==> src/rtl/eth_pkg.sv <==
// Shared RMII receive definitions: FSM states, preamble/SFD dibits, frame limits.
// Optional per-frame statistics are enabled with RMII_RX_STATS_EN.
package eth_pkg;

  typedef enum logic [2:0] {
    ST_IDLE,
    ST_PRE,
    ST_DATA,
    ST_CHECK,
    ST_DROP
  } rx_state_t;

  localparam logic [1:0]  PRE_DIBIT = 2'b01;
  localparam logic [1:0]  SFD_DIBIT = 2'b11;
  localparam int unsigned MIN_FRAME = 64;
  localparam int unsigned MAX_FRAME = 1518;
  localparam int unsigned STAT_W    = 16;

endpackage

==> src/rtl/rmii_rx_mac_crc32.sv <==
// Byte-wide Ethernet CRC-32 (reflected 0xEDB88320, preset all-ones).
// crc[31:24] is the first FCS byte on the wire, crc[7:0] the last.
module crc32 (
  input  logic        clk,
  input  logic        rst,
  input  logic        vld,
  input  logic [7:0]  data,
  output logic [31:0] crc
);

  logic [31:0] state;

  function automatic logic [31:0] next_crc(input logic [31:0] c, input logic [7:0] d);
    logic [31:0] r;
    r = c;
    for (int unsigned i = 0; i < 8; i++) begin
      r = (r[0] ^ d[i]) ? ((r >> 1) ^ 32'hEDB8_8320) : (r >> 1);
    end
    return r;
  endfunction

  always_ff @(posedge clk or posedge rst) begin
    if (rst) begin
      state <= '1;
    end else if (vld) begin
      state <= next_crc(state, data);
    end
  end

  assign crc = ~{state[7:0], state[15:8], state[23:16], state[31:24]};

endmodule

==> src/rtl/rmii_rx_mac.sv <==
// RMII receive front end: preamble/SFD strip, dibit-to-byte assembly, FCS/length check.
// Define RMII_RX_STATS_EN to add saturating stat_ok/stat_bad frame counters.
module rmii_rx_mac
  import eth_pkg::*;
#(
  parameter int unsigned MIN_LEN = MIN_FRAME,
  parameter int unsigned MAX_LEN = MAX_FRAME,
  parameter int unsigned LEN_W   = 11
) (
  input  logic       clk,
  input  logic       rst,
  input  logic       eth_crsdv,
  input  logic       eth_rxerr,
  input  logic [1:0] eth_rxd,
  output logic       out_vld,
  output logic [7:0] out_dat,
  output logic       out_sof,
  output logic       out_eof,
  output logic       out_err
`ifdef RMII_RX_STATS_EN
  ,
  output logic [STAT_W-1:0] stat_ok,
  output logic [STAT_W-1:0] stat_bad
`endif
);

  localparam logic [LEN_W-1:0] MIN_L = LEN_W'(MIN_LEN);
  localparam logic [LEN_W-1:0] MAX_L = LEN_W'(MAX_LEN);

  logic             crsdv_q, rxerr_q;
  logic [1:0]       rxd_q;
  rx_state_t        state;
  logic [1:0]       dibit_cnt;
  logic [7:0]       shreg;
  logic [LEN_W-1:0] byte_cnt;
  logic [7:0]       hold [5];
  logic [2:0]       hold_cnt;
  logic             err_flag, sof_pend, crc_clr;
  logic [7:0]       byte_new;
  logic             push, crc_vld, crc_rst, frame_bad;
  logic [31:0]      crc;

  always_ff @(posedge clk or posedge rst) begin
    if (rst) begin
      crsdv_q <= 1'b0;
      rxerr_q <= 1'b0;
      rxd_q   <= '0;
    end else begin
      crsdv_q <= eth_crsdv;
      rxerr_q <= eth_rxerr;
      rxd_q   <= eth_rxd;
    end
  end

  // hold[4] is the oldest byte; CRC consumes a byte as it shifts into hold[4].
  always_comb begin
    byte_new  = {rxd_q, shreg[7:2]};
    push      = (state == ST_DATA) && crsdv_q && (dibit_cnt == 2'd3) && (byte_cnt < MAX_L);
    crc_vld   = push && (hold_cnt >= 3'd4);
    frame_bad = err_flag || (dibit_cnt != 2'd0) || (byte_cnt < MIN_L) ||
                ({hold[3], hold[2], hold[1], hold[0]} != crc);
  end

  assign crc_rst = rst | crc_clr;

  crc32 u_crc32 (
    .clk  (clk),
    .rst  (crc_rst),
    .vld  (crc_vld),
    .data (hold[3]),
    .crc  (crc)
  );

  always_ff @(posedge clk or posedge rst) begin
    if (rst) begin
      state     <= ST_IDLE;
      dibit_cnt <= '0;
      shreg     <= '0;
      byte_cnt  <= '0;
      hold      <= '{default: '0};
      hold_cnt  <= '0;
      err_flag  <= 1'b0;
      sof_pend  <= 1'b0;
      crc_clr   <= 1'b0;
      out_vld   <= 1'b0;
      out_dat   <= '0;
      out_sof   <= 1'b0;
      out_eof   <= 1'b0;
      out_err   <= 1'b0;
    end else begin
      out_vld <= 1'b0;
      out_sof <= 1'b0;
      out_eof <= 1'b0;
      out_err <= 1'b0;
      crc_clr <= 1'b0;
      case (state)
        ST_IDLE: begin
          if (crsdv_q) begin
            if (rxd_q == PRE_DIBIT)  state <= ST_PRE;
            else if (rxd_q != 2'b00) state <= ST_DROP;
          end
        end
        ST_PRE: begin
          if (!crsdv_q) begin
            state <= ST_IDLE;
          end else if (rxd_q == SFD_DIBIT) begin
            state     <= ST_DATA;
            dibit_cnt <= '0;
            byte_cnt  <= '0;
            hold_cnt  <= '0;
            err_flag  <= 1'b0;
            sof_pend  <= 1'b1;
            crc_clr   <= 1'b1;
          end else if (rxd_q != PRE_DIBIT) begin
            state <= ST_DROP;
          end
        end
        ST_DATA: begin
          if (!crsdv_q) begin
            state <= ST_CHECK;
          end else begin
            if (rxerr_q) err_flag <= 1'b1;
            dibit_cnt <= dibit_cnt + 2'd1;
            shreg     <= byte_new;
            if (push) begin
              byte_cnt <= byte_cnt + LEN_W'(1);
              hold[0]  <= byte_new;
              for (int unsigned i = 1; i < 5; i++) hold[i] <= hold[i-1];
              if (hold_cnt == 3'd5) begin
                out_vld  <= 1'b1;
                out_dat  <= hold[4];
                out_sof  <= sof_pend;
                sof_pend <= 1'b0;
              end else begin
                hold_cnt <= hold_cnt + 3'd1;
              end
            end else if (dibit_cnt == 2'd3) begin
              err_flag <= 1'b1;
            end
          end
        end
        ST_CHECK: begin
          state <= ST_IDLE;
          if (hold_cnt == 3'd5) begin
            out_vld  <= 1'b1;
            out_dat  <= hold[4];
            out_sof  <= sof_pend;
            out_eof  <= 1'b1;
            out_err  <= frame_bad;
            sof_pend <= 1'b0;
          end
        end
        ST_DROP: begin
          if (!crsdv_q) state <= ST_IDLE;
        end
        default: state <= ST_IDLE;
      endcase
    end
  end

`ifdef RMII_RX_STATS_EN
  always_ff @(posedge clk or posedge rst) begin
    if (rst) begin
      stat_ok  <= '0;
      stat_bad <= '0;
    end else if (state == ST_CHECK) begin
      if ((hold_cnt == 3'd5) && !frame_bad) begin
        if (stat_ok != '1) stat_ok <= stat_ok + STAT_W'(1);
      end else if (stat_bad != '1) begin
        stat_bad <= stat_bad + STAT_W'(1);
      end
    end
  end
`endif

endmodule
==> config.mk <==
export PLATFORM = sky130hd
export DESIGN_NAME = rmii_rx_mac
export DESIGN_NICKNAME = d
export VERILOG_FILES = /design/src/rtl/eth_pkg.sv /design/src/rtl/rmii_rx_mac_crc32.sv /design/src/rtl/rmii_rx_mac.sv
export SDC_FILE = /design/constraint.sdc
export NUM_CORES = 1
export LEC_CHECK = 0
export CORE_MARGIN = 2
export CORE_UTILIZATION = 30
export DETAILED_ROUTE_END_ITERATION = 8
export GPL_TIMING_DRIVEN = 0
export PLACE_DENSITY = 0.54
export SKIP_CTS_REPAIR_TIMING = 1
export SYNTH_ARGS = -nofsm -noshare
export SYNTH_HDL_FRONTEND = slang
export SYNTH_SLANG_ARGS = --single-unit
==> constraint.sdc <==
create_clock -name clk -period 3.47 [get_ports clk]
set_input_delay 0.694 -clock clk [delete_from_list [all_inputs] [get_ports clk]]
set_output_delay 0.694 -clock clk [all_outputs]
set_load 0.02 [all_outputs]
==> results.yml, run 1 <==
die:
  die_h_microns: 142
  fp.dieW_microns: 142
  die_area_sq_um: 20100
  ioPinCount: 18
  initial_core_util_pct: 30.5
  core_area_sq_um: 18600
  rows: 50
grt:
  grt_pass1_wl_mm: 21.0
  grt_pass1_vias: 3826
  grt_max_degree: 50
  antenna_found_initial: 0
  globalRouteOverflowTotal: 0
  grt_use_total_pct: 13.7
placement:
  io_buffer_count: 17
  dp_cells: 794
  gp_congestion: 0.840
  place_hpwl_mm: 9.01
worst_setup_path:
  crit_required_ns: 3.74
  slowest_delay_ns: 0.72
  critical-path-top-delay-family: "compound AO/OA/AOI/OAI gates"
  path_max_fanout: 7
  rrSetupSlack_ns: 1.01
  r2r_start: "u_crc32.state[2]$_DFFE_PP1P_"
  crit_slowest_cell: "a2111oi_0"
  end_kind: "flip-flop"
  path_buf_inv: 0
  cp-start-kind: "flip-flop"
  crit_chain: "xor2_4 -> ha_1 -> and4b_1 -> nand4_1 -> a2111oi_0 -> nor3_1"
  r2r-end: "out_err$_DFF_PP0_"
  crit_type: "flip-flop to flip-flop"
  reg2regPathDepth: 6
  crit_arrival_ns: 2.73
route:
  vias_per_cell: 4.54
  routedWlPerCell_microns: 15.1
  drtIter0Drc: 277
  drcViolationCount: 0
  ant_nets: 0
  drt_wl_total_mm: 12.5
  vias: 3754
  firstDrtPassIters: 4
timing:
  clock_skew_ns: 0.00667
  tightest_slew_ns: 0.903
  period_share_pct: 70.9
  timing.hold.ws_ns: 0.471
  relSlewSlack_pct: 39.7
  finalHoldViolCount: 0
  drv_slew: 0
  min_period_ns: 2.46
  fmax_mhz: 406
  finalSetupViolations: 0
  grt_setup_unrepaired: "false"
pwr:
  p_per_area_nw_per_um2: 472
  intPower_w: 0.00249
  total_leakage_power_nw: 2.93
  p_seq_share_pct: 43.6
  p_sw_w: 0.000713
  pwr-share-comb_pct: 2.4
  swShare_pct: 22.3
  pwr-share-clk_pct: 54.0
  ir_worst_vdd_uv: 333
clock_tree:
  tritoncts: "done"
  clock_path_buffers: 2
  cts.sinks: 116
  clock_latency_ns: 0.42
  cts-buffers-inserted: 17
  ctsRootBufferMaster: "clkbuf_16"
  path_clk_slew_ns: 0.06
  h-tree-depth: 4
final_layout:
  fin_nets: 593
  n_antenna_cell: 0
  final_cells: 826
  final_cell_mix: "nand2_1, dfrtp_1, xnor2_1"
  final_util_pct: 36.4
  layout-drive-gt1-share_pct: 19.9
  final_common_cell: "nand2_1"
  syn_to_final_growth_pct: 19.3
synth:
  syn_inst: 542
  ys_ff_latch: 116
  synth_top_family_by_area: "XOR/XNOR gates"
  ys.flop_type: "dfrtp_1"
  ys_warn_count: 0
  synth_top_area_share_pct: 37.0
  ys_seq_area_share_pct: 51.7
  syn-mean-instance-area_sq_um: 10.5
  synth-edff-count: 0
  synth-xor-area-share_pct: 18.8
  syn_nets: 556
  syn_area_sq_um: 5690
  synthAdderAreaFrac_pct: 1.76
  synth_area_leaders: "dfrtp_1, dfstp_2, xnor2_1"
  synth_cell_types: 44
  yosysTopAreaCell: "dfrtp_1"
  ys_async_sr_fraction_pct: 100
  synth_compound_area_share_pct: 5.57
  muxShareOfSynthArea_pct: 4.16
  yosys.area_share.simple_pct: 15.4
min_path:
  hp-class: "flip-flop to flip-flop"
  min_delay_path_depth: 2
  holdCritStartpoint: "hold[6]$_DFFE_PP0P_"
  worst_hold_path.endpoint: "hold[6]$_DFFE_PP0P_"
status:
  status: "complete, no violations"
job:
  maxCapViolations: 0
==> area by class of cell <==
| class | count | area, sq um |
|---|---|---|
| Fill cell | 1832 | 11900 |
| Sequential cell | 116 | 2940 |
| Multi-Input combinational cell | 392 | 2610 |
| Clock buffer | 18 | 439 |
| Tap cell | 234 | 293 |
| Timing Repair Buffer | 18 | 198 |
| Clock inverter | 14 | 155 |
| Buffer | 20 | 90.1 |
| Inverter | 14 | 55.1 |
==> synthesized netlist by cell type, types with 3 or more instances <==
cell	number
inv_1	14
nor4_1	10
a22o_1	3
nand2b_1	5
nor2_1	17
xnor2_1	76
buf_2	9
nand2_1	154
clkbuf_1	10
xnor2_2	10
xor2_1	12
dfrtp_1	84
ha_1	8
dfstp_2	32
mux2_2	21
nor3_1	4
nand3_1	4
o21ai_0	30
nand4_1	6
a21oi_1	3
==> state kept, by name, indices dropped and copies added, names as in the netlist <==
signal / cells
rxd_q: 2
shreg: 6
hold: 40
dibit_cnt: 2
err_flag: 1
out_dat: 8
byte_cnt: 11
out_sof: 1
sof_pend: 1
hold_cnt: 3
rxerr_q: 1
crsdv_q: 1
u_crc32.state: 32
out_vld: 1
crc_clr: 1
out_err: 1
state: 3
out_eof: 1
==> cells by family (layout without fill, tap and decap cells) <==
kind of cell	count (synthesis)	after routing
adder cells (fa/ha/maj)	8	8
multiplexers	21	21
AO/OA/AOI/OAI	52	52
AND/OR/NAND/NOR	208	208
buffers and inverters	34	84
flip-flops	116	116
XOR/XNOR	103	103
==> metal layers <==
layer / share of wire [%] / track usage (%)
met1: 47 / 17.9
met2: 48 / 22.2
met3: 3.1 / 3.24
met4: 2.1 / 5.32
met5: 0 / 0
==> worst max path at each step <==
stage	depth (start not counted)	to	from
floorplan	1	byte_cnt[0]$_DFFE_PP0P_	rst
detailed placement	6	out_err$_DFF_PP0_	u_crc32.state[2]$_DFFE_PP1P_
global route	6	out_err$_DFF_PP0_	u_crc32.state[2]$_DFFE_PP1P_
CTS	6	out_err$_DFF_PP0_	u_crc32.state[2]$_DFFE_PP1P_
global placement	2	crsdv_q$_DFF_PP0_	rst
finish	6	out_err$_DFF_PP0_	u_crc32.state[2]$_DFFE_PP1P_
==> worst min-delay path: stages, from the launching register on <==
cell and delay, ns:
dfrtp_1 0.34, nand2_1 0.05, nand2_1 0.05
==> metrics by stage <==
stage / setup TNS (ns) / setup WS (ns) / total power (W) / instance area [sq um]
after floorplan: 0 / 0.611 / 0.00147 / 5690
after global placement: -60.56 / -0.730 / 0.00149 / 6150
after detailed placement: 0 / 1.03 / 0.00150 / 6190
after CTS: 0 / 0.994 / 0.00325 / 6780
after global routing: 0 / 0.923 / 0.00333 / 6780
final: 0 / 1.01 / 0.00320 / 6780
==> power groups by stage <==
| stage | registers [W] | logic, W | clock network (W) |
|---|---|---|---|
| detailed placement | 0.00142 | 0.0000816 | 0 |
| floorplan | 0.00141 | 0.0000538 | 0 |
| finish | 0.00140 | 0.0000771 | 0.00173 |
| CTS | 0.00140 | 0.0000815 | 0.00177 |
| global placement | 0.00142 | 0.0000714 | 0 |
| global route | 0.00140 | 0.0000907 | 0.00184 |
Power figures use the tool's default switching activity.
==> inputs of run 2 (changes only) <==
PLACE_DENSITY = 0.55   (was 0.54)
clock period = 2.14 ns   (was 3.47 ns; I/O delays follow)
==> results.yml, run 2 (same netlist as run 1, synthesis figures left out) <==
timing:
  relSlewSlack_pct: 39.6
  tightest_slew_ns: 0.904
  grt_setup_unrepaired: "true"
  finalHoldViolCount: 0
  finalSetupViolations: 1
  timing.hold.ws_ns: 0.387
  period_share_pct: 101
  clock_skew_ns: 0.00783
  setup_slack_ns: -0.0209
  fmax_mhz: 463
  drv_slew: 0
  min_period_ns: 2.16
clock_tree:
  clock_path_buffers: 2
  cts-buffers-inserted: 17
  h-tree-depth: 4
  path_clk_slew_ns: 0.05
  tritoncts: "done"
  ctsRootBufferMaster: "clkbuf_16"
  clock_latency_ns: 0.42
  cts.sinks: 116
final_layout:
  top_register: "hold"
  n_antenna_cell: 0
  final_common_cell: "nand2_1"
  fillers: 1834
  syn_to_final_growth_pct: 23.3
  reg_top3: "hold (40), u_crc32.state (32), byte_cnt (11)"
  largest_register_ffs: 40
  multiInputGateArea_sq_um: 2650
  design_area_sq_um: 7010
  fin_nets: 603
  register_area_sq_um: 2950
  final_cell_mix: "nand2_1, dfrtp_1, xnor2_1"
  layout-drive-gt1-share_pct: 22.9
grt:
  grt_max_degree: 43
  grt_pass1_vias: 3805
  antenna_found_initial: 0
  grt_use_total_pct: 13.5
  grt_pass1_wl_mm: 20.7
  globalRouteOverflowTotal: 0
die:
  core_area_sq_um: 18600
  die_area_sq_um: 20100
  ioPinCount: 18
  initial_core_util_pct: 30.5
  die_h_microns: 142
  rows: 50
  fp.dieW_microns: 142
worst_setup_path:
  r2r-end: "out_err$_DFF_PP0_"
  rrSetupSlack_ns: -0.02
  reg2regPathDepth: 6
  cp-start-kind: "flip-flop"
  path_max_fanout: 7
  r2r_start: "u_crc32.state[2]$_DFFE_PP1P_"
  endpoint: "out_err$_DFF_PP0_"
  crit_type: "flip-flop to flip-flop"
  crit_required_ns: 2.43
  end_kind: "flip-flop"
  crit_arrival_ns: 2.45
  crit_start: "u_crc32.state[2]$_DFFE_PP1P_"
placement:
  postPlaceCellArea_sq_um: 6200
  place_hpwl_mm: 9.12
  gp_congestion: 0.821
  place_ws_ns: -0.315
  io_buffer_count: 17
route:
  routedWlPerCell_microns: 15.3
  ant_nets: 0
  vias_per_cell: 4.57
  firstDrtPassIters: 5
  drt_wl_total_mm: 12.8
  drcViolationCount: 0
  vias: 3823
  drtIter0Drc: 263
pwr:
  p_per_area_nw_per_um2: 801
  ir_worst_vdd_uv: 427
  total_leakage_power_nw: 3.05
  power_w: 0.00561
job:
  maxCapViolations: 0
status:
  violations: "negative setup slack"
  status: "complete, but fails checks"
min_path:
  hp-class: "primary input to asynchronous set/reset pin"
## run 2: power by group
group / total, W / internal, W / switching [W]
registers: 0.00227 / 0.00223 / 0.0000307
clock network: 0.00322 / 0.00221 / 0.00101
logic: 0.000128 / 0.0000547 / 0.0000729
total: 0.00561 / 0.00450 / 0.00111
## run 2: metrics by stage
step	std cells	TNS (ns)	util, %
2_1_floorplan	542	0	-
3_3_place_gp	793	-37.95	33.0
3_5_place_dp	795	-0.577	33.3
4_1_cts	827	-0.680	36.9
5_1_grt	836	-0.147	37.6
6_report	836	-0.0209	37.6
## run 2: critical path, stage by stage (launching register included)
cell	delay [ns]
dfstp_2	0.59
xor2_4	0.34
ha_2	0.27
and4b_1	0.19
nand4_1	0.14
a2111oi_4	0.42
nor3_1	0.08
## run 2: area by class of cell
cell class | instances | share of cell area [%]
Buffer | 19 | 1.55
Clock buffer | 19 | 6.32
Clock inverter | 13 | 3.28
Inverter | 14 | 0.803
Multi-Input combinational cell | 392 | 37.8
Sequential cell | 116 | 42.0
Tap cell | 234 | 4.18
Timing Repair Buffer | 29 | 4.07
## run 2: worst min-delay path by stage
stage,from,endpoint,slack (ns),depth (start not counted)
2_1_floorplan,shreg[2]$_DFFE_PP0P_,hold[32]$_DFFE_PP0P_,0.43,2
3_3_place_gp,hold[3]$_DFFE_PP0P_,hold[3]$_DFFE_PP0P_,0.46,2
3_5_place_dp,hold[5]$_DFFE_PP0P_,hold[5]$_DFFE_PP0P_,0.47,2
4_1_cts,rst,hold[10]$_DFFE_PP0P_,0.38,2
5_1_grt,rst,hold[10]$_DFFE_PP0P_,0.39,2
6_report,rst,out_dat[1]$_DFFE_PP0P_,0.39,2
## run 2: routing by layer
layer | up-vias | track usage (%) | share of wire [%]
li1 | 1869 | - | -
met1 | 1859 | 17.5 | 46
met2 | 72 | 21.7 | 48
met3 | 23 | 2.60 | 3.0
met4 | 0 | 6.32 | 2.7
met5 | - | 0 | 0
==> inputs of run 3 (changes only) <==
ABC_AREA = 1   (was default)
==> results.yml, run 3 <==
clock_tree:
  ctsRootBufferMaster: "clkbuf_16"
  clock_path_buffers: 2
  h-tree-depth: 4
  cts.sinks: 116
  tritoncts: "done"
  cts-buffers-inserted: 17
  path_clk_slew_ns: 0.06
  clock_latency_ns: 0.42
synth:
  ys.flop_type: "dfrtp_1"
  synth_common_cells: "nand2_1, dfrtp_1, inv_1, o21ai_0, xor2_1"
  syn_area_sq_um: 6150
  synth_top_area_share_pct: 34.2
  synth_cell_types: 31
  ys_ff_latch: 116
  yosysTopAreaCell: "dfrtp_1"
  syn_nets: 787
  synth-edff-count: 0
  yosysMostFrequentCell: "nand2_1"
  syn-mean-instance-area_sq_um: 7.95
  ys_seq_area_share_pct: 47.9
  ys_async_sr_fraction_pct: 100
  ys_warn_count: 0
  syn_inst: 773
  synth_area_leaders: "dfrtp_1, nand2_1, dfstp_2"
placement:
  gp_congestion: 0.881
  postPlaceCellArea_sq_um: 6730
  place_hpwl_mm: 11.7
  dp_cells: 1063
  io_buffer_count: 17
route:
  drcViolationCount: 0
  drtIter0Drc: 323
  vias: 5042
  drt_wl_total_mm: 15.9
  firstDrtPassIters: 5
  ant_nets: 0
  routedWlPerCell_microns: 14.5
  vias_per_cell: 4.58
worst_setup_path:
  end_kind: "flip-flop"
  crit_arrival_ns: 2.32
  cp-start-kind: "flip-flop"
  r2r_start: "u_crc32.state[2]$_DFFE_PP1P_"
  crit_start: "u_crc32.state[2]$_DFFE_PP1P_"
  rrSetupSlack_ns: 0.13
  endpoint: "out_err$_DFF_PP0_"
  crit_type: "flip-flop to flip-flop"
  crit_required_ns: 2.45
  r2r-end: "out_err$_DFF_PP0_"
  path_max_fanout: 7
  reg2regPathDepth: 10
final_layout:
  syn_to_final_growth_pct: 21.2
  design_area_sq_um: 7450
  layout-drive-gt1-share_pct: 14.5
  n_antenna_cell: 0
  fillers: 2140
  fin_nets: 833
  final_common_cell: "nand2_1"
  final_cells: 1102
  top_register: "hold"
  reg_top3: "hold (40), u_crc32.state (32), byte_cnt (11)"
  final_cell_mix: "nand2_1, dfrtp_1, inv_1"
  largest_register_ffs: 40
grt:
  globalRouteOverflowTotal: 0
  antenna_found_initial: 0
  grt_max_degree: 42
  grt_pass1_wl_mm: 26.0
  grt_pass1_vias: 4759
  grt_use_total_pct: 15.5
timing:
  period_share_pct: 93.8
  tightest_slew_ns: 0.592
  drv_slew: 0
  finalHoldViolCount: 0
  grt_setup_unrepaired: "false"
  clock_skew_ns: 0.00591
  min_period_ns: 2.01
  fmax_mhz: 498
  finalSetupViolations: 0
  relSlewSlack_pct: 60.5
min_path:
  hp-class: "flip-flop to asynchronous set/reset pin"
pwr:
  total_leakage_power_nw: 3.53
  ir_worst_vdd_uv: 522
  p_per_area_nw_per_um2: 738
die:
  rows: 52
  core_area_sq_um: 20200
  die_h_microns: 147
  die_area_sq_um: 21600
  initial_core_util_pct: 30.5
  fp.dieW_microns: 147
  ioPinCount: 18
status:
  status: "complete, no violations"
job:
  maxCapViolations: 0
run 3: cell count changes in the layout (fill, tap and decap cells not counted), moves of 8 or more:
| cell | change |
|---|---|
| inv_1 | +54 |
| mux2_2 | -21 |
| nand2_1 | +124 |
| nand2_2 | +9 |
| nand3_1 | +37 |
| nor2_1 | +22 |
| nor4_1 | -10 |
| o21ai_0 | +33 |
| o21ai_1 | +12 |
| or2_2 | +9 |
| xnor2_1 | -64 |
| xnor2_2 | -8 |
| xor2_1 | +39 |
run 3: through the flow:
stage	utilization, %	setup slack (ns)	hold WS, ns	setup TNS [ns]	total power, W
3_5_place_dp	33.3	-0.00411	0.420	-0.00411	0.00256
2_1_floorplan	-	0.452	0.442	0	0.00248
6_report	36.9	0.133	0.414	0	0.00550
3_3_place_gp	33.0	-0.881	0.459	-51.86	0.00254
4_1_cts	36.4	-0.0242	0.426	-0.0242	0.00556
5_1_grt	36.9	0.0296	0.435	0	0.00572
run 3: logic make-up (layout without fill, tap and decap cells):
kind of cell / Yosys count / in the layout / share of synthesized area [%]
AND/OR/NAND/NOR: 401 / 401 / 27.5
flip-flops: 116 / 116 / 47.9
AO/OA/AOI/OAI: 95 / 95 / 8.04
buffers and inverters: 88 / 147 / 5.58
XOR/XNOR: 65 / 65 / 9.39
adder cells (fa/ha/maj): 8 / 8 / 1.63
run 3: worst min-delay path by stage:
stage | endpoint | cells after the start | slack, ns
floorplan | hold[32]$_DFFE_PP0P_ | 2 | 0.44
CTS | u_crc32.state[2]$_DFFE_PP1P_ | 1 | 0.43
global placement | hold[32]$_DFFE_PP0P_ | 2 | 0.46
detailed placement | u_crc32.state[2]$_DFFE_PP1P_ | 1 | 0.42
finish | u_crc32.state[2]$_DFFE_PP1P_ | 1 | 0.41
global route | u_crc32.state[2]$_DFFE_PP1P_ | 1 | 0.44
run 3: report_power, final:
| part | total, W | leakage, nW | internal, W | switching (W) |
|---|---|---|---|---|
| registers | 0.00229 | 1.49 | 0.00225 | 0.0000397 |
| clock network | 0.00297 | 0.305 | 0.00187 | 0.00110 |
| logic | 0.000234 | 1.73 | 0.0000810 | 0.000153 |
run 3: layer usage:
layer  track usage [%]  vias to the layer above  part of all wire [%]
li1                  -                     2535                     -
met1              22.0                     2399                    49
met2              23.9                       95                    46
met3              2.89                       13                   3.5
met4              4.76                        0                   1.2
met5                 0                        -                     0
run 3: layout make-up:
cell class	count	area (sq um)	share of cell area [%]
Buffer	16	72.6	0.974
Clock buffer	18	439	5.90
Clock inverter	14	175	2.35
Inverter	72	278	3.73
Multi-Input combinational cell	569	2910	39.0
Sequential cell	116	2940	39.5
Tap cell	270	338	4.54
Timing Repair Buffer	27	295	3.96
run 3: critical path: stages, from the launching register on:
cell and delay [ns]:
dfstp_2 0.55, nand2_1 0.07, nand2_2 0.20, ha_1 0.26, nand2_1 0.07, nor2_1 0.16
nand4_1 0.12, nor2_1 0.16, nand3_1 0.13, nor2_1 0.13, nor2_1 0.05
